<file path="src/rtl/mm_ram_arbiter_pkg.sv">
// Shared types and constants for the matrix-RAM arbiter and its clients.
// Package name is mm_pkg so the control unit can import the same header layout.
package mm_pkg;

    // Owner FSM encoding
    typedef enum logic [1:0] {
        ARB_FREE  = 2'd0,
        ARB_LOCK0 = 2'd1,
        ARB_LOCK1 = 2'd2
    } arb_state_t;

    // Requester indices
    localparam logic PORT_HOST = 1'b0;
    localparam logic PORT_CU   = 1'b1;

    // Header word layout (word 0 of the RAM), shared with the control unit
    localparam int HDR_WORD_ADDR = 0;
    localparam int HDR_FIELD_W   = 8;
    localparam int HDR_M_LSB     = 0;
    localparam int HDR_N_LSB     = 8;
    localparam int HDR_K_LSB     = 16;
    localparam int HDR_GO_BIT    = 31;

    // Read-return tag travelling alongside the RAM read latency
    typedef struct packed {
        logic valid;
        logic port;
        logic err;
    } rd_tag_t;

endpackage

</file>
<file path="src/rtl/mm_ram_arbiter_if.sv">
// Two-port requester bus of the matrix-RAM arbiter; port k occupies bit k / slice k.
interface mm_ram_arbiter_if #(
    parameter int data_w    = 32,
    parameter int ram_add_w = 9
);
    logic [1:0]             req;
    logic [1:0]             we;
    logic [1:0]             lock;
    logic [2*ram_add_w-1:0] addr;
    logic [2*data_w-1:0]    wdata;
    logic [1:0]             gnt;
    logic [1:0]             rvalid;
    logic [data_w-1:0]      rdata;
    logic [1:0]             addr_err;

    modport master (output req, we, lock, addr, wdata,
                    input  gnt, rvalid, rdata, addr_err);
    modport slave  (input  req, we, lock, addr, wdata,
                    output gnt, rvalid, rdata, addr_err);
endinterface

</file>
<file path="src/rtl/mm_rd_tag_pipe.sv">
// DEPTH-stage shift register carrying {valid, port, err} read tags so that
// returned RAM data can be routed to the port that issued the read.
module mm_rd_tag_pipe
    import mm_pkg::*;
#(
    parameter int DEPTH = 1
) (
    input  logic    clk,
    input  logic    rst,
    input  logic    flush_i,
    input  rd_tag_t tag_i,
    output rd_tag_t tag_o
);

    rd_tag_t stage_q [DEPTH];

    // Shift tags one stage per cycle; reset and flush drop everything in flight
    always_ff @(posedge clk or negedge rst) begin
        if (!rst) begin
            // NOTE: this small array is reset (unlike a RAM) so no stale read survives reset.
            for (int i = 0; i < DEPTH; i++) stage_q[i] <= '0;
        end else if (flush_i) begin
            for (int i = 0; i < DEPTH; i++) stage_q[i] <= '0;
        end else begin
            stage_q[0] <= tag_i;
            for (int i = 1; i < DEPTH; i++) stage_q[i] <= stage_q[i-1];
        end
    end

    assign tag_o = stage_q[DEPTH-1];

endmodule

</file>
<file path="src/rtl/mm_ram_arbiter.sv">
// Round-robin arbiter with burst lock sharing the single-port matrix RAM
// between the host loader (port 0) and the multiply control unit (port 1).
// Optional macro MM_ARB_PERF_CNT_EN adds saturating grant/stall counters.
module mm_ram_arbiter
    import mm_pkg::*;
#(
    parameter int data_w    = 32,
    parameter int ram_d     = 512,
    parameter int ram_add_w = $clog2(ram_d),
    parameter int RD_LAT    = 1,
    parameter int MAX_BURST = 8
) (
    input  logic                 clk,
    input  logic                 rst,
    mm_ram_arbiter_if.slave      bus,
    output logic [ram_add_w-1:0] ram_addr,
    output logic                 ram_we,
    output logic [data_w-1:0]    ram_w_data,
    input  logic [data_w-1:0]    ram_r_data,
    output logic [15:0]          perf_gnt0,
    output logic [15:0]          perf_gnt1,
    output logic [15:0]          perf_stall
);

    localparam logic [ram_add_w:0] RAM_D_W    = (ram_add_w+1)'(ram_d);
    localparam logic [3:0]         BURST_LAST = 4'(MAX_BURST - 1);

    arb_state_t             state_q;
    logic                   rr_q;
    logic [3:0]             burst_q;
    logic [ram_add_w-1:0]   ram_addr_q;
    logic                   ram_we_q;
    logic [data_w-1:0]      ram_w_data_q;
    logic [1:0]             addr_err_q;
    rd_tag_t                tag_q;
    rd_tag_t                tag_ret;

    logic [1:0]             gnt_c;
    logic                   accept;
    logic                   acc_port;
    logic [ram_add_w-1:0]   sel_addr;
    logic [data_w-1:0]      sel_wdata;
    logic                   sel_we;
    logic                   sel_lock;
    logic                   oob;

    // Grant decode: round-robin when free, owner only when locked
    always_comb begin
        // NOTE: default assignment first so no path leaves gnt_c unassigned (no latch).
        gnt_c = '0;
        unique case (state_q)
            ARB_FREE:  gnt_c = (&bus.req) ? ((rr_q == PORT_CU) ? 2'b01 : 2'b10) : bus.req;
            ARB_LOCK0: gnt_c[PORT_HOST] = bus.req[PORT_HOST];
            ARB_LOCK1: gnt_c[PORT_CU]   = bus.req[PORT_CU];
            default:   gnt_c = '0;
        endcase
    end

    assign accept    = |(bus.req & gnt_c);
    assign acc_port  = gnt_c[PORT_CU];
    assign sel_addr  = acc_port ? bus.addr[2*ram_add_w-1:ram_add_w] : bus.addr[ram_add_w-1:0];
    assign sel_wdata = acc_port ? bus.wdata[2*data_w-1:data_w]      : bus.wdata[data_w-1:0];
    assign sel_we    = bus.we[acc_port];
    assign sel_lock  = bus.lock[acc_port];
    assign oob       = {1'b0, sel_addr} >= RAM_D_W;

    // Owner FSM, round-robin pointer and burst counter
    always_ff @(posedge clk or negedge rst) begin
        if (!rst) begin
            state_q <= ARB_FREE;
            rr_q    <= PORT_CU;
            burst_q <= '0;
        end else if (accept) begin
            // NOTE: sequential state uses <= so every register sees pre-edge values.
            rr_q <= acc_port;
            if (state_q == ARB_FREE) begin
                if (sel_lock) begin
                    state_q <= (acc_port == PORT_CU) ? ARB_LOCK1 : ARB_LOCK0;
                    burst_q <= 4'd1;
                end
            end else if (!sel_lock || burst_q >= BURST_LAST) begin
                state_q <= ARB_FREE;
                burst_q <= '0;
            end else begin
                burst_q <= burst_q + 4'd1;
            end
        end
    end

    // Registered RAM command, error pulse and read tag for the accepted access
    always_ff @(posedge clk or negedge rst) begin
        if (!rst) begin
            ram_addr_q   <= '0;
            ram_we_q     <= 1'b0;
            ram_w_data_q <= '0;
            addr_err_q   <= '0;
            tag_q        <= '0;
        end else begin
            ram_we_q   <= accept && sel_we && !oob;
            addr_err_q <= (accept && oob) ? gnt_c : 2'b00;
            tag_q      <= '{valid: accept && !sel_we, port: acc_port, err: oob};
            if (accept) begin
                ram_addr_q   <= sel_addr;
                ram_w_data_q <= sel_wdata;
            end
        end
    end

    mm_rd_tag_pipe #(.DEPTH(RD_LAT)) u_rd_tag_pipe (
        .clk     (clk),
        .rst     (rst),
        .flush_i (1'b0),
        .tag_i   (tag_q),
        .tag_o   (tag_ret)
    );

    assign ram_addr     = ram_addr_q;
    assign ram_we       = ram_we_q;
    assign ram_w_data   = ram_w_data_q;
    assign bus.gnt      = gnt_c;
    assign bus.addr_err = addr_err_q;
    assign bus.rvalid   = {tag_ret.valid && tag_ret.port, tag_ret.valid && !tag_ret.port};
    assign bus.rdata    = tag_ret.err ? '0 : ram_r_data;

`ifdef MM_ARB_PERF_CNT_EN
    logic [15:0] perf_gnt0_q;
    logic [15:0] perf_gnt1_q;
    logic [15:0] perf_stall_q;
    logic        stall;

    assign stall = |(bus.req & ~gnt_c);

    // Saturating accept-per-port and stall-cycle counters
    always_ff @(posedge clk or negedge rst) begin
        if (!rst) begin
            perf_gnt0_q  <= '0;
            perf_gnt1_q  <= '0;
            perf_stall_q <= '0;
        end else begin
            if (accept && acc_port == PORT_HOST && perf_gnt0_q != 16'hFFFF) perf_gnt0_q <= perf_gnt0_q + 16'd1;
            if (accept && acc_port == PORT_CU && perf_gnt1_q != 16'hFFFF)   perf_gnt1_q <= perf_gnt1_q + 16'd1;
            if (stall && perf_stall_q != 16'hFFFF)                          perf_stall_q <= perf_stall_q + 16'd1;
        end
    end

    assign perf_gnt0  = perf_gnt0_q;
    assign perf_gnt1  = perf_gnt1_q;
    assign perf_stall = perf_stall_q;
`else
    assign perf_gnt0  = '0;
    assign perf_gnt1  = '0;
    assign perf_stall = '0;
`endif

endmodule

</file>
<file path="src/flat_wrapper.sv">
// flat-port wrapper written by rule: the top's interface ports become plain ports
module mm_ram_arbiter_flat import mm_pkg::*;
#(
    parameter int data_w    = 32,
    parameter int ram_d     = 512,
    parameter int ram_add_w = $clog2(ram_d),
    parameter int RD_LAT    = 1,
    parameter int MAX_BURST = 8
)
  (clk, rst, ram_addr, ram_we, ram_w_data, ram_r_data, perf_gnt0, perf_gnt1, perf_stall, bus_req, bus_we, bus_lock, bus_addr, bus_wdata, bus_gnt, bus_rvalid, bus_rdata, bus_addr_err);
  mm_ram_arbiter_if #(.data_w(data_w), .ram_add_w(ram_add_w)) bus_i ();
  input  logic clk;
  input  logic rst;
  output logic [ram_add_w-1:0] ram_addr;
  output logic ram_we;
  output logic [data_w-1:0] ram_w_data;
  input  logic [data_w-1:0] ram_r_data;
  output logic [15:0] perf_gnt0;
  output logic [15:0] perf_gnt1;
  output logic [15:0] perf_stall;
  input wire logic [$bits(bus_i.req)-1:0] bus_req;
  input wire logic [$bits(bus_i.we)-1:0] bus_we;
  input wire logic [$bits(bus_i.lock)-1:0] bus_lock;
  input wire logic [$bits(bus_i.addr)-1:0] bus_addr;
  input wire logic [$bits(bus_i.wdata)-1:0] bus_wdata;
  output wire logic [$bits(bus_i.gnt)-1:0] bus_gnt;
  output wire logic [$bits(bus_i.rvalid)-1:0] bus_rvalid;
  output wire logic [$bits(bus_i.rdata)-1:0] bus_rdata;
  output wire logic [$bits(bus_i.addr_err)-1:0] bus_addr_err;
  assign bus_i.req = bus_req;
  assign bus_i.we = bus_we;
  assign bus_i.lock = bus_lock;
  assign bus_i.addr = bus_addr;
  assign bus_i.wdata = bus_wdata;
  assign bus_gnt = bus_i.gnt;
  assign bus_rvalid = bus_i.rvalid;
  assign bus_rdata = bus_i.rdata;
  assign bus_addr_err = bus_i.addr_err;
  mm_ram_arbiter #(.data_w(data_w), .ram_d(ram_d), .ram_add_w(ram_add_w), .RD_LAT(RD_LAT), .MAX_BURST(MAX_BURST)) u_core (.clk(clk), .rst(rst), .bus(bus_i), .ram_addr(ram_addr), .ram_we(ram_we), .ram_w_data(ram_w_data), .ram_r_data(ram_r_data), .perf_gnt0(perf_gnt0), .perf_gnt1(perf_gnt1), .perf_stall(perf_stall));
endmodule
</file>
<file path="config.mk">
export PLATFORM = sky130hd
export DESIGN_NAME = mm_ram_arbiter_flat
export DESIGN_NICKNAME = d
export VERILOG_FILES = /design/src/rtl/mm_ram_arbiter_pkg.sv /design/src/rtl/mm_ram_arbiter_if.sv /design/src/rtl/mm_rd_tag_pipe.sv /design/src/rtl/mm_ram_arbiter.sv /design/src/flat_wrapper.sv
export SDC_FILE = /design/constraint.sdc
export NUM_CORES = 1
export LEC_CHECK = 0
export ABC_AREA = 1
export BUFFER_PORTS_ARGS = -buffer_cell sky130_fd_sc_hd__buf_4
export CAP_MARGIN = 40
export CORE_ASPECT_RATIO = 0.5
export CORE_MARGIN = 4
export CORE_UTILIZATION = 43
export CTS_CLUSTER_SIZE = 8
export DETAILED_ROUTE_END_ITERATION = 16
export PLACE_DENSITY = 0.87
export SETUP_SLACK_MARGIN = 0.02
export SYNTH_ARGS = -nofsm -noshare
export SYNTH_HDL_FRONTEND = slang
export SYNTH_SLANG_ARGS = --single-unit
export TNS_END_PERCENT = 5
</file>
<file path="constraint.sdc">
create_clock -name clk -period 2.85 [get_ports clk]
set_input_delay 0.285 -clock clk [delete_from_list [all_inputs] [get_ports clk]]
set_output_delay 0.285 -clock clk [all_outputs]
set_load 0.03 [all_outputs]
</file>
# ---- Word level (Yosys, flattened, before mapping)
# Index checks and enable logic that the tools add are counted.
# Widths: inputs -> output; s select.
dict set report word_totals {
  out_inout_bits 128
  ff_bits 53
}
dict set report op_classes {
  muxes 17
  eq_ne 3
  add_sub_neg 1
  bitwise 1
  magnitude_cmp 2
  reduce_logical 14
}
# operator count
set ops {}
lappend ops {{$mux 32} 1}
lappend ops {{$mux 2} 6}
lappend ops {{$mux 4} 3}
lappend ops {{$mux 9} 1}
lappend ops {{$add 4x1->4 const B} 1}
lappend ops {{$ge 4x3->1 const B} 1}
lappend ops {{$logic_and 1x1->1} 4}
lappend ops {{$mux 1} 4}
lappend ops {{$pmux 1 s2} 2}
lappend ops {{$reduce_and 2->1} 2}
lappend ops {{$logic_not 1->1} 3}
lappend ops {{$reduce_and 3->1} 1}
lappend ops {{$and 2x2->2} 1}
lappend ops {{$eq 2x1->1 const B} 1}
lappend ops {{$eq 2x2->1 const B} 1}
lappend ops {{$logic_not 2->1} 1}
lappend ops {{$lt 1x2->1 const B} 1}
lappend ops {{$ne 2x1->1 const B} 1}
lappend ops {{$reduce_bool 2->1} 1}
lappend ops {{$reduce_or 2->1} 1}
lappend ops {{$logic_or 1x1->1} 1}

# ---- Longest topological paths before layout
# Gate-level depths: netlist of run 1.
dict set report logic_depth {
  depth_word 9
  ltp_mapped 10
  ltp_nobuf 9
}

# ---- By module
# A second synthesis of run 1 with hierarchy kept.
dict set report unflattened {
  hier_cells 429
  area_unflattened_um2 3179.3
}
# module area_each_um2 cells_each instances
set modules_own_cells {}
lappend modules_own_cells {mm_ram_arbiter 3081.7 420 1}
lappend modules_own_cells {mm_rd_tag_pipe 97.6 9 1}

# ---- Worst setup path after synthesis of run 1
# No wires, ideal clock.
dict set report synth_path {
  kind {register to output}
  startpoint {register u_core.state_q[1]}
  endpoint {output port bus_gnt[0]}
  setup_slack_ps 1477
  arrival_ps 1088
  t_required_ps 2565
  stages_incl_launch_ff 7
  path_cell_list {dfrtp_1 inv_2 nand2_1 inv_2 buf_2 o21ai_0 inv_1}
}
dict set report synth_between {
  elab_chain_len 2
}
# item line
set synth_rtl {}
lappend synth_rtl {{from (decl)} mm_ram_arbiter.sv:28} ;# arb_state_t state_q;
lappend synth_rtl {{from (signal assigned)} mm_ram_arbiter.sv:78} ;# state_q <= (acc_port == PORT_CU) ? ARB_LOCK1 : ARB_LOCK0;
lappend synth_rtl {{$eq 2x1->1 or $logic_not 2->1 (tied branches)} mm_ram_arbiter.sv:51} ;# unique case (state_q)
lappend synth_rtl {{$pmux 1 s2 (*)} mm_ram_arbiter.sv:51}
lappend synth_rtl {{to (decl)} flat_wrapper.sv:26} ;# output wire logic [$bits(bus_i.gnt)-1:0] bus_gnt;
# Every way passes the cells marked *; elsewhere a longest branch is shown, timed or not.

# ---- Worst setup path in the final report of run 1
# Same ends and word-level chain as after synthesis.

==> results list, run 1 <==
- Total inserted antenna cells: 0
- Among all cell types in the netlist, the one instantiated most often is nand2_1.
- Combined area of the multi-input logic cells: 1210 µm²
- The synthesized design contains 0 enable-type register cells.
- For the worst setup path, the data required time is between 2000 and 3000 ps.
- Most frequently used flop master after synthesis: dfrtp_1
* Power per cell area: a little under 1000 nW/µm²
* Initial core utilization: between 40% and 50%
- Worst flop-to-flop path endpoint: u_core.state_q[0]$_DFFE_PN0P_
- The Yosys step of the flow raised 0 warnings.
- CTS root buf: clkbuf_16
* DRT Pass-1 Iters: 4
- Of all nets on the critical path, the largest fanout is 19.
- Worst-path clk slew: 60 ps
* Area contributors post-synth: dfrtp_1, buf_4, nand3_1, nand2_1, buf_6
* Leak pwr: approximately 2.1 nW
* Share of cells above drive strength 1: about a third
* Class of the worst hold path: in -> async
- Number of placed I/O pins: 250
- The initial antenna violation count is 0.
- Routability-driven placement finished with a final weighted congestion of about 0.8.
- Element type at the critical path start: register
* Post-synthesis sequential element count: 53
- Derived from the worst setup path, the maximum achievable clock frequency is 0.531 GHz.
- Post-Synthesis Cell Area: 3170 µm²
* Clock sinks: 53
- For the finished layout, the period the worst path requires is 1880 ps.
- DRC Markers: 0
- Setup violations remaining at the end of the flow were counted as 0.
- Num CTS Buffers: 5
* Total congestion overflow: 0
* Distinct cells, synth: 22
- Between clock sinks in the finished design, the worst skew comes to roughly 2.0 ps.
- Horizontal die dimension: approximately 130 µm
- Share of synthesized cell area in and, or, nand and nor gates: a little under a third
* Total number of placement rows: 21
* Area overhead of the layout relative to synthesis: 23.3%
- Critical Path Sink Type: output port
* Wire length of the first global-routing pass: approximately 13 mm
- Final cell count without fillers: about 580
* Capture point of the worst path: bus_gnt[0]
- Endpoints failing hold: 0
- In the routed layout, each cell is associated on average with a via count of ~4.8.
- The critical path is of the reg -> out type.
- Total wire length: about 8.7 mm
- At the worst endpoint, the arrival time is 1600 ps.
* Transition at the pin with the smallest max-transition slack: roughly 750 ps
- Of all flip-flops after synthesis, the portion carrying an async set or reset was between 90% and 100%.
- For this run, the register share of the synthesized area comes to a little over two fifths.
- Full die area: 8890 µm²
* Maximum capacitance violations: 0
- Each instance of the synthesized netlist takes up on average 8.13 µm².
- Dividing the final minimum period by the clock period gives between 60 and 70%.
- Before CTS, the worst setup slack after placement is 1120 ps.
- Mux contribution to synthesized area: 0%
- The detail route stage leaves a number of antenna-violating nets equal to 0.
- Highest ir drop seen on vdd: 0.352 mV
- Most area-hungry cell type in the Yosys netlist: dfrtp_1
* DR vias: between 2k and 3k
* Starting DRT DRC Count: slightly below 200
- Register-to-register path setup slack: 1110 ps
- Leading post-synthesis cells by instance count: nand2_1, nand3_1, buf_4, dfrtp_1, inv_1
* Placed Instances: 569
* Setup repair after global routing missed its margin: false
- Final standard cell utilization of the core: a little under three fifths
- The sequential cells in the finished layout cover a total of 1330 µm².
- Hold timing on the final database bottoms out at a slack of between 30 and 40 ps.
- Post-Syn Instances: 390
- Number of buffers inserted to repair setup after CTS: 0
- The max-slew violation count came to 0.
- Worst rel slew slack: 49.8%
- In the global route stage, overall resource usage came out at 17.9%.
- Gates resized during post-CTS repair numbered 0.
- For the worst flop-to-flop path, the logic depth is 8.
- Status: completed
- Final-stage net count: a little over 600
- Area share of xor/xnor cells in the synthesized design: 0%
- Estimated wirelength of the detail-placed design: 6.61 mm
* Least setup slack across all paths after layout: between 900 and 1000 ps
- No sink is reached through more buffers than the 2 on the longest clock path.
* Clock Latency Late Sink: approximately 280 ps
* Number of buffers added on ports: 135
- The via count of the first global-routing pass is around 2.6k.
* Routed length per instance: between 15 and 20 µm
- Largest net degree at the start of global routing: 54
- Final total negative setup slack: 0 ps
- Tracing the worst setup path back leads to its startpoint at u_core.state_q[1]$_DFFE_PN0P_.
* Depth of the CTS H-tree: 2
- Share of the synthesized area in compound gates (AO/OA/AOI/OAI): less than 1%
* Core Footprint: between 6000 and 7000 µm²
* Clock tree from TritonCTS: done
* Fill cell instance count of the final layout: 628
* Hold buffer count at CTS: 0
* Dominant combinational cell family by area after synthesis: simple AND/OR/NAND/NOR gates
- Crit Reg-Reg Startpoint: u_core.rr_q$_DFFE_PN1P_
- After Yosys synthesis, full adders, half adders and majority gates account for less than 1% of the synthesized area.
- Area share of the leading cell type in the synthesized netlist: approximately two fifths
- Chip Height: a little under 70 µm
-- per-stage QoR --
stage | power, W | instance area [µm²]
after floorplan | 0.00274 | 3350
after global placement | 0.00326 | 3760
after detailed placement | 0.00331 | 3760
after CTS | 0.00391 | 3910
after global routing | 0.00413 | 3910
final | 0.00389 | 3910
-- worst min path at each step --
| stage | from | endpoint | slack [ps] | cells after the start |
|---|---|---|---|---|
| after floorplan | rst | u_core.burst_q[0]$_DFFE_PN0P_ | -10 | 0 |
| after global placement | u_core.tag_q[2]$_DFF_PN0_ | u_core.u_rd_tag_pipe.tag_o[2]$_DFF_PN0_ | 330 | 0 |
| after detailed placement | u_core.tag_q[1]$_DFF_PN0_ | u_core.u_rd_tag_pipe.tag_o[1]$_DFF_PN0_ | 340 | 0 |
| after CTS | rst | u_core.state_q[1]$_DFFE_PN0P_ | 60 | 1 |
| after global routing | rst | u_core.ram_w_data[19]$_DFFE_PN0P_ | 110 | 1 |
| final | rst | u_core.state_q[1]$_DFFE_PN0P_ | 40 | 1 |
-- placed cells by master, fill, tap and decap left out, drive strengths merged --
master and instances:
dfstp 1, ha 1, conb 50, a21oi 1
inv 19, nor2 6, o21ai 4, clkbuf 8
nand4 7, nand2 108, nand3 90, buf 138
dfrtp 52
-- registers in the layout, summed over array words and instances (netlist names) --
signal,count
u_core.rr_q,1
u_core.ram_w_data,32
u_core.ram_addr,9
u_core.state_q,2
u_core.ram_we,1
u_core.tag_q,2
u_core.u_rd_tag_pipe.tag_o,2
u_core.burst_q,4
-- layer usage --
metal	GRT usage, %	routed length, µm
met2	32.3	4500
met1	20.4	3030
met4	7.90	276
met3	5.08	875
met5	0	0
-- cells by family (layout without fill, tap and decap cells) --
family	after synthesis	after routing
AND/OR/NAND/NOR	211	211
other	1	50
buffers and inverters	119	165
flip-flops	53	53
AO/OA/AOI/OAI	5	5
adder cells (fa/ha/maj)	1	1
-- power breakdown --
part | internal [W] | switching, W
Clock | 0.000351 | 0.000252
Combinational | 0.000678 | 0.00137
Sequential | 0.00106 | 0.000174
Total | 0.00209 | 0.00180
-- area by class of cell --
class                           instances  area share [%]
Clock buffer                            8            3.74
Inverter                               19            1.82
Multi-Input combinational cell        267            31.0
Sequential cell                        53            34.0
Tap cell                               92            2.94
Timing Repair Buffer                  138            26.5
-- critical path, cell delays in order (launching register included) --
cell,delay (ps)
dfrtp_1,400
inv_2,80
nand2_1,110
inv_2,290
o21ai_0,200
inv_1,90
buf_4,150
No activity file was read; power rests on OpenSTA's default activity.
==> run 2: changes to the inputs <==
ABC_AREA = 0   (was 1)
CORE_UTILIZATION = 35   (was 43)
PLACE_DENSITY = 0.78   (was 0.87)
clock period = 1.6 ns   (was 2.85 ns; I/O delays follow)
==> results list, run 2 <==
- DR vias: 2465
* Internal power: around 0.0042 W
- The clock arrives with 4.16 ps of skew.
- Ranked by total cell area, the synthesized netlist is headed by dfrtp_1, buf_4, nor2_1, o22ai_1, buf_2.
- Minimum period implied by the final worst setup slack: 1580 ps
- Number of buffers added on ports: 135
- The core region is approximately 8000 µm².
* Num CTS Buffers: 5
- Total number of placement rows: 23
* Per-cell via count in the routed design: between 4 and 5
- Global routing consumed, over all layers together, roughly 15% of the routing resources.
* Final-stage net count: 555
* Setup repair after global routing missed its margin: true
- Per report_power, the clock group accounts for between 10% and 20% of the total.
- Of the total power, the share spent switching nets is 44.7%.
- Met3 track demand over resource in global routing: under 10%
* Count leader, synth: nor2_1
- At the pin with the least slew margin, the transition time is about 690 ps.
* Combined area of the multi-input logic cells: 1090 µm²
* Chip Height: between 70 and 80 µm
- The flow ran to the end, and the final reports show no timing, DRC or antenna violations.
* Endpoints failing hold: 0
- Most frequently used flop master after synthesis: dfrtp_1
- The max-slew violation count came to 0.
- Data arrival time of the worst path: between 1500 and 2000 ps
- Area share of the leading cell type in the synthesized netlist: around 45%
* End point of the worst hold path: u_core.ram_w_data[17]$_DFFE_PN0P_
- The die covers roughly 9900 µm².
- Vias in the first global route: 2317
- Avg Inst Size Synth: roughly 9 µm²
* Met1 layer usage reported by global route: about a fifth
* Estimated wirelength of the detail-placed design: between 6 and 7 mm
- Highest cell delay on the worst timing path: about 530 ps
* Endpoint required time on the critical path: ~1800 ps
- Placed Instances: between 500 and 600
- Met2 track demand over resource: between 20% and 30%
- Final weighted congestion in routability-driven placement: 0.839
- Least setup slack across all paths after layout: around 18 ps
- STA classifies the critical path startpoint as a register.
- Clock tree from TritonCTS: done
- Class of the worst hold path: in -> reg
- Initial core utilization: ~36%
* Post-synthesis sequential element count: 53
* Clock Latency Late Sink: between 200 and 300 ps
* Max FFs per register: 32
- Antenna violations before repair: 0
- For this design the top-level I/O count stands at 250.
* Final cell count without fillers: about 550
* Share of cells above drive strength 1: roughly two fifths
- Across the VDD grid, the largest voltage drop is 0.901 mV.
* Final worst-path cycle share: 98.9%
- Post-Synthesis Cell Area: roughly 2900 µm²
- DRT antenna net count: 0
- The clock tree synthesis step divided the H-tree into 2 levels.
* Worst hold slack: just over 100 ps
* Switching power: between 0.003 and 0.004 W
* Register-to-register path setup slack: 20 ps
- The endpoint identified for the worst register-to-register timing path is u_core.burst_q[1]$_DFFE_PN0P_.
- Fill cell instance count of the final layout: between 700 and 800
* Library cell contributing the largest single delay on the critical path: dfstp_2
- The worst hold path begins at bus_wdata[49].
- After the first detailed-routing iteration, the DRC count stood at 85.
* Routed length per instance: around 15 µm
- Commonest non-fill, non-tap cells in the layout: buf_4, nor2_1, conb_1, dfrtp_1, o22ai_1
* Clock sinks: 53
- Cells along the critical path: nand3b_1 > and3_4 > o41ai_4 > a32o_1
- Number of synthesized flops with an enable pin: 0
- R2R depth: 4
- Entering global routing, the biggest net connects 54 pins.
- After global routing, the most crowded layer is met2.
- The startpoint identified for the worst register-to-register timing path is u_core.rr_q$_DFFE_PN1P_.
- Worst-path clk slew: around 70 ps
* DRC Markers: 0
- Pre-CTS setup slack: 18.1 ps
- Sequential Area: 1330 µm²
- Based on the critical path, the design can be clocked at up to 0.632 GHz.
* CTS root buf: clkbuf_16
- Leak pwr: 1.94 nW
- Overall power consumption after layout is estimated at about 0.0077 W.
* Area overhead of the layout relative to synthesis: 34.3%
* Comb power frac: 54.5%
- Power per cell area: 1970 nW/µm²
* Leading post-synthesis cells by instance count: nor2_1, buf_4, dfrtp_1, o22ai_1, buf_2
- After synthesis, the netlist uses 32 different library cells.
- The biggest area contributor in the post-synthesis netlist is dfrtp_1.
- DRT Pass-1 Iters: 4
- Horizontal die dimension: 137 µm
- Critical Setup Path Class: reg -> reg
- Across the run, the number of max-cap violations was 0.
* Total inserted antenna cells: 0
* Power share of the sequential group: 30.7%
- Instance count along the most critical hold path: 3
- The Yosys step of the flow raised 0 warnings.
- Sequential elements use 45.8% of the synthesized area.
- Most frequent standard cell in the layout excluding fill and tap cells: buf_4
* Worst rel slew slack: 54.3%
- Fraction of registers with async set or reset after synthesis: 100%
* Post-Syn Instances: 321
- After global routing the overflow that remains totals 0.
- Critical Path Sink Type: register
* Final number of setup-violating endpoints: 0
* Total wire length: between 8 and 9 mm
* Wire length of the first global-routing pass: 12.0 mm
- Of all nets on the critical path, the largest fanout is 4.
- The clock passes through at most 2 buffers.
-- run 2: cell types whose count changed in the layout (fill, tap and decap cells not counted), sizes merged, moves of 2 or more --
| cell | delta |
|---|---|
| nor2 | +83 |
| and2 | +3 |
| inv | -16 |
| nand4 | -6 |
| nand3 | -87 |
| a21oi | +2 |
| nand2b | +2 |
| o22ai | +41 |
| nor2b | +3 |
| nand2 | -105 |
| buf | +12 |
| a32o | +2 |
| a211oi | +2 |
-- run 2: power by group through the flow --
stage          Clock, W  Combinational [W]  Sequential [W]
6_report        0.00113            0.00417         0.00235
3_3_place_gp          0            0.00401         0.00232
4_1_cts         0.00116            0.00410         0.00234
5_1_grt         0.00122            0.00444         0.00243
3_5_place_dp          0            0.00407         0.00235
2_1_floorplan         0            0.00169         0.00336
-- run 2: logic make-up (layout without fill, tap and decap cells) --
logic type	after synthesis	after routing	synth area share [%]
and+or+nand+nor	107	107	15.2
buffers and inverters	99	162	24.4
AOI/OAI and AO/OA	58	58	13.3
DFF	53	53	45.8
muxes	2	2	0.734
adders and majority gates	1	1	0.432
other	1	50	0.129
-- run 2: area by class of cell --
class                      count  share of cell area (%)
sequential                    53                    34.2
timing repair buffer         151                    29.9
multi-input combinational    218                    27.9
clock buffer                   7                    3.92
tap                          112                    3.60
inverter                       3                   0.289
clock inverter                 1                   0.129
-- run 2: how the worst max path moves through the flow --
stage | depth (start not counted) | slack (ps) | end | startpoint
3_3_place_gp | 4 | 80 | u_core.burst_q[2]$_DFFE_PN0P_ | u_core.state_q[1]$_DFFE_PN0P_
4_1_cts | 4 | -10 | u_core.burst_q[1]$_DFFE_PN0P_ | u_core.state_q[1]$_DFFE_PN0P_
5_1_grt | 4 | -60 | u_core.burst_q[1]$_DFFE_PN0P_ | u_core.rr_q$_DFFE_PN1P_
2_1_floorplan | 4 | 140 | u_core.burst_q[1]$_DFFE_PN0P_ | u_core.rr_q$_DFFE_PN1P_
3_5_place_dp | 4 | 20 | u_core.burst_q[1]$_DFFE_PN0P_ | u_core.state_q[0]$_DFFE_PN0P_
6_report | 4 | 20 | u_core.burst_q[1]$_DFFE_PN0P_ | u_core.rr_q$_DFFE_PN1P_
-- run 2: through the flow --
stage | util (%) | TNS (ps) | instance area [µm²]
CTS | 47.9 | -12.8 | 3840
global route | 48.5 | -215 | 3890
floorplan | - | 0 | 3080
finish | 48.5 | 0 | 3890
detailed placement | 45.6 | 0 | 3660
global placement | 45.6 | 0 | 3660
-- run 2: routing by layer --
layer / wire, µm / share of wire, %
met5: 0 / 0
met4: 83 / 1.0
met3: 567 / 7.0
met2: 4370 / 54
met1: 3030 / 38
-- run 2: worst max-delay path: cells and delay by family (launching register included) --
kind	cells	cell delay, ps
DFF	1	530
AOI/OAI and AO/OA	2	580
and+or+nand+nor	2	410
-- run 2: timing repair --
action	4_1_cts	5_1_grt
setup endpoints to repair	4	48
endpoints found under the hold margin	52	0
hold buffers	1	0
pin swaps	1	7
resized for setup	3	8
buffers inserted	1	2
==> run 3: changes to the inputs <==
ABC_AREA = 1   (was 0)
CORE_UTILIZATION = 36   (was 35)
PLACE_DENSITY = 0.77   (was 0.78)
==> results list, run 3 (synthesized netlist as in run 1, its figures left out) <==
* Status: completed
- Power per cell area: 1770 nW/µm²
- Least setup slack across all paths after layout: approximately 50 ps
- The congestion estimate from routability-driven global placement came to between 0.8 and 0.9.
* Number of placed I/O pins: between 200 and 300
* Top metal layer carrying routed signals: met4
- Headroom to the max-slew limit came out at between 50% and 60%.
* Met1 Wirelength: roughly 3.3 mm
- Fill cells in the final layout number slightly below 800.
- Summed over all cells, the static leakage comes to ~2.2 nW.
* Transition at the pin with the smallest max-transition slack: 672 ps
- For this design, the sink count on the clock tree is 53.
- Across all register-to-register paths, the minimum setup slack is about 80 ps.
- Num CTS Buffers: 5
- Relative to the synthesized area, the layout overhead comes to 27.7%.
- 0 antenna diodes ended up in the layout.
- Overall fraction of global-route tracks in use: about 15%
- Combined area of the multi-input logic cells: between 1000 and 1500 µm²
- Data on the critical path is required at its endpoint by about 1400 ps.
* Minimum period implied by the final worst setup slack: ~1500 ps
- The register with the most flip-flops in the layout has 32 of them.
- The root buffer cell chosen for the clock tree is clkbuf_16.
- The core region is 8290 µm².
- Across the whole layout, storage elements account for approximately 1300 µm².
- Total wire length: between 9 and 10 mm
- Final-stage net count: 616
- In the routed design, unresolved DRC markers number 0.
- After detailed routing, the met3 layer carries 643 µm of wire.
* Routed length per instance: 14.9 µm
- Endpoints failing hold: 0
* Commonest non-fill, non-tap cells in the layout: buf_4, nand2_1, nand3_1
- Initial core utilization: a little under two fifths
* Share of cells above drive strength 1: between 30% and 40%
- Dividing the final minimum period by the clock period gives 96.9%.
- Prior to clock tree synthesis, the placed netlist has a worst setup slack of -60.2 ps.
* DRT antenna net count: 0
- Max Root-Sink Buffers: 2
- Estimated wirelength of the detail-placed design: between 6 and 7 mm
- Setup violations remaining at the end of the flow were counted as 0.
- Antenna violations before repair: 0
- Highest ir drop seen on vdd: 0.615 mV
* Clock tree from TritonCTS: done
- The clock reaches the later pin of the worst-skew pair after about 290 ps.
- Number of max-slew violations in the final report: 0
* Crit path max fanout: 12
- Depth of the CTS H-tree: 2
- DRT Pass-1 Iters: 5
- Setup repair after global routing could not meet its margin everywhere.
* Total congestion overflow: 0
- Chip Height: 74.4 µm
- Number of buffers added on ports: roughly 140
- Largest net degree at the start of global routing: between 50 and 60
- Routed wl met2: about 4.7 mm
- Data arrives at the worst endpoint at 1390 ps.
- STA classifies the critical path endpoint as an output port.
* Achievable frequency: roughly 0.65 GHz
- Dividing the detail-routed via count by the number of cells gives roughly 4.6.
* Starting DRT DRC Count: between 200 and 250
* Vias in the first global route: 2696
- Horizontal die dimension: 141 µm
- Cells fill between 40% and 50% of the core in the end.
- Worst-path clk slew: ~70 ps
- The worst setup path is launched from a register.
- Wire length of the first global-routing pass: between 10 and 15 mm
* Maximum capacitance violations: 0
* Full die area: 10500 µm²
* Final worst clock skew: around 6.6 ps
* Most frequent standard cell in the layout excluding fill and tap cells: buf_4
- The routed layout has ~2.8k vias.
- In this run the core area contains 23 standard-cell rows.
* Class of the worst hold path: in -> reg
- Critical Setup Path Class: reg -> out
[run 3: area by class of cell]
type                    count  share of cell area, %
flip-flops and latches     53                   32.8
multi-input cells         267                   30.3
repair buffers            145                   27.4
well taps                 112                   3.46
clock buffers               7                   3.28
inverters                  19                   2.13
repair inverters            2                  0.433
clock inverters             1                  0.185
[run 3: repair_timing]
item	4_1_cts	5_1_grt
buffers inserted	0	2
hold buffers	1	0
setup endpoints to repair	45	6
hold endpoints to repair	52	0
pin swaps	0	1
resized for setup	5	8
cloned	0	2
[run 3: final timing paths]
path / from / endpoint / depth (start not counted)
max: u_core.rr_q$_DFFE_PN1P_ / bus_gnt[1] / 4
min: bus_wdata[47] / u_core.ram_w_data[15]$_DFFE_PN0P_ / 3
max reg2reg: u_core.rr_q$_DFFE_PN1P_ / u_core.tag_q[2]$_DFF_PN0_ / 7
min reg2reg: u_core.tag_q[1]$_DFF_PN0_ / u_core.u_rd_tag_pipe.tag_o[1]$_DFF_PN0_ / 0
max in group asynchronous: rst / u_core.ram_addr[4]$_DFFE_PN0P_ / 2
min in group asynchronous: rst / u_core.ram_w_data[24]$_DFFE_PN0P_ / 2
[run 3: stage by stage]
| step | TNS (ps) | cell area, µm² | cells | power (W) | hold WS [ps] |
|---|---|---|---|---|---|
| 3_3_place_gp | -12.6 | 3820 | 593 | 0.00589 | 241 |
| 6_report | 0 | 4050 | 606 | 0.00717 | 81.0 |
| 5_1_grt | -52.8 | 4050 | 606 | 0.00758 | 92.8 |
| 3_5_place_dp | -300 | 3820 | 593 | 0.00595 | 243 |
| 2_1_floorplan | 0 | 3350 | 439 | 0.00488 | -136 |
| 4_1_cts | 0 | 3980 | 602 | 0.00706 | 79.4 |
[run 3: critical path, cell delays in order, from the launching register on]
cell      delay, ps
dfstp_2         570
nand3_4         100
nand2_4         140
clkinv_8        110
buf_4           180
[run 3: power by group]
group	switching, W	internal [W]
Clock	0.000475	0.000583
Combinational	0.00257	0.00133
Sequential	0.000322	0.00189
Total	0.00337	0.00380
[run 3: routing by layer]
layer  vias to the layer above  global-route usage [%]
li1                       1327                       -
met1                      1324                    17.4
met2                       128                    27.6
met3                        33                    3.40
met4                         0                    7.63
met5                         -                       0
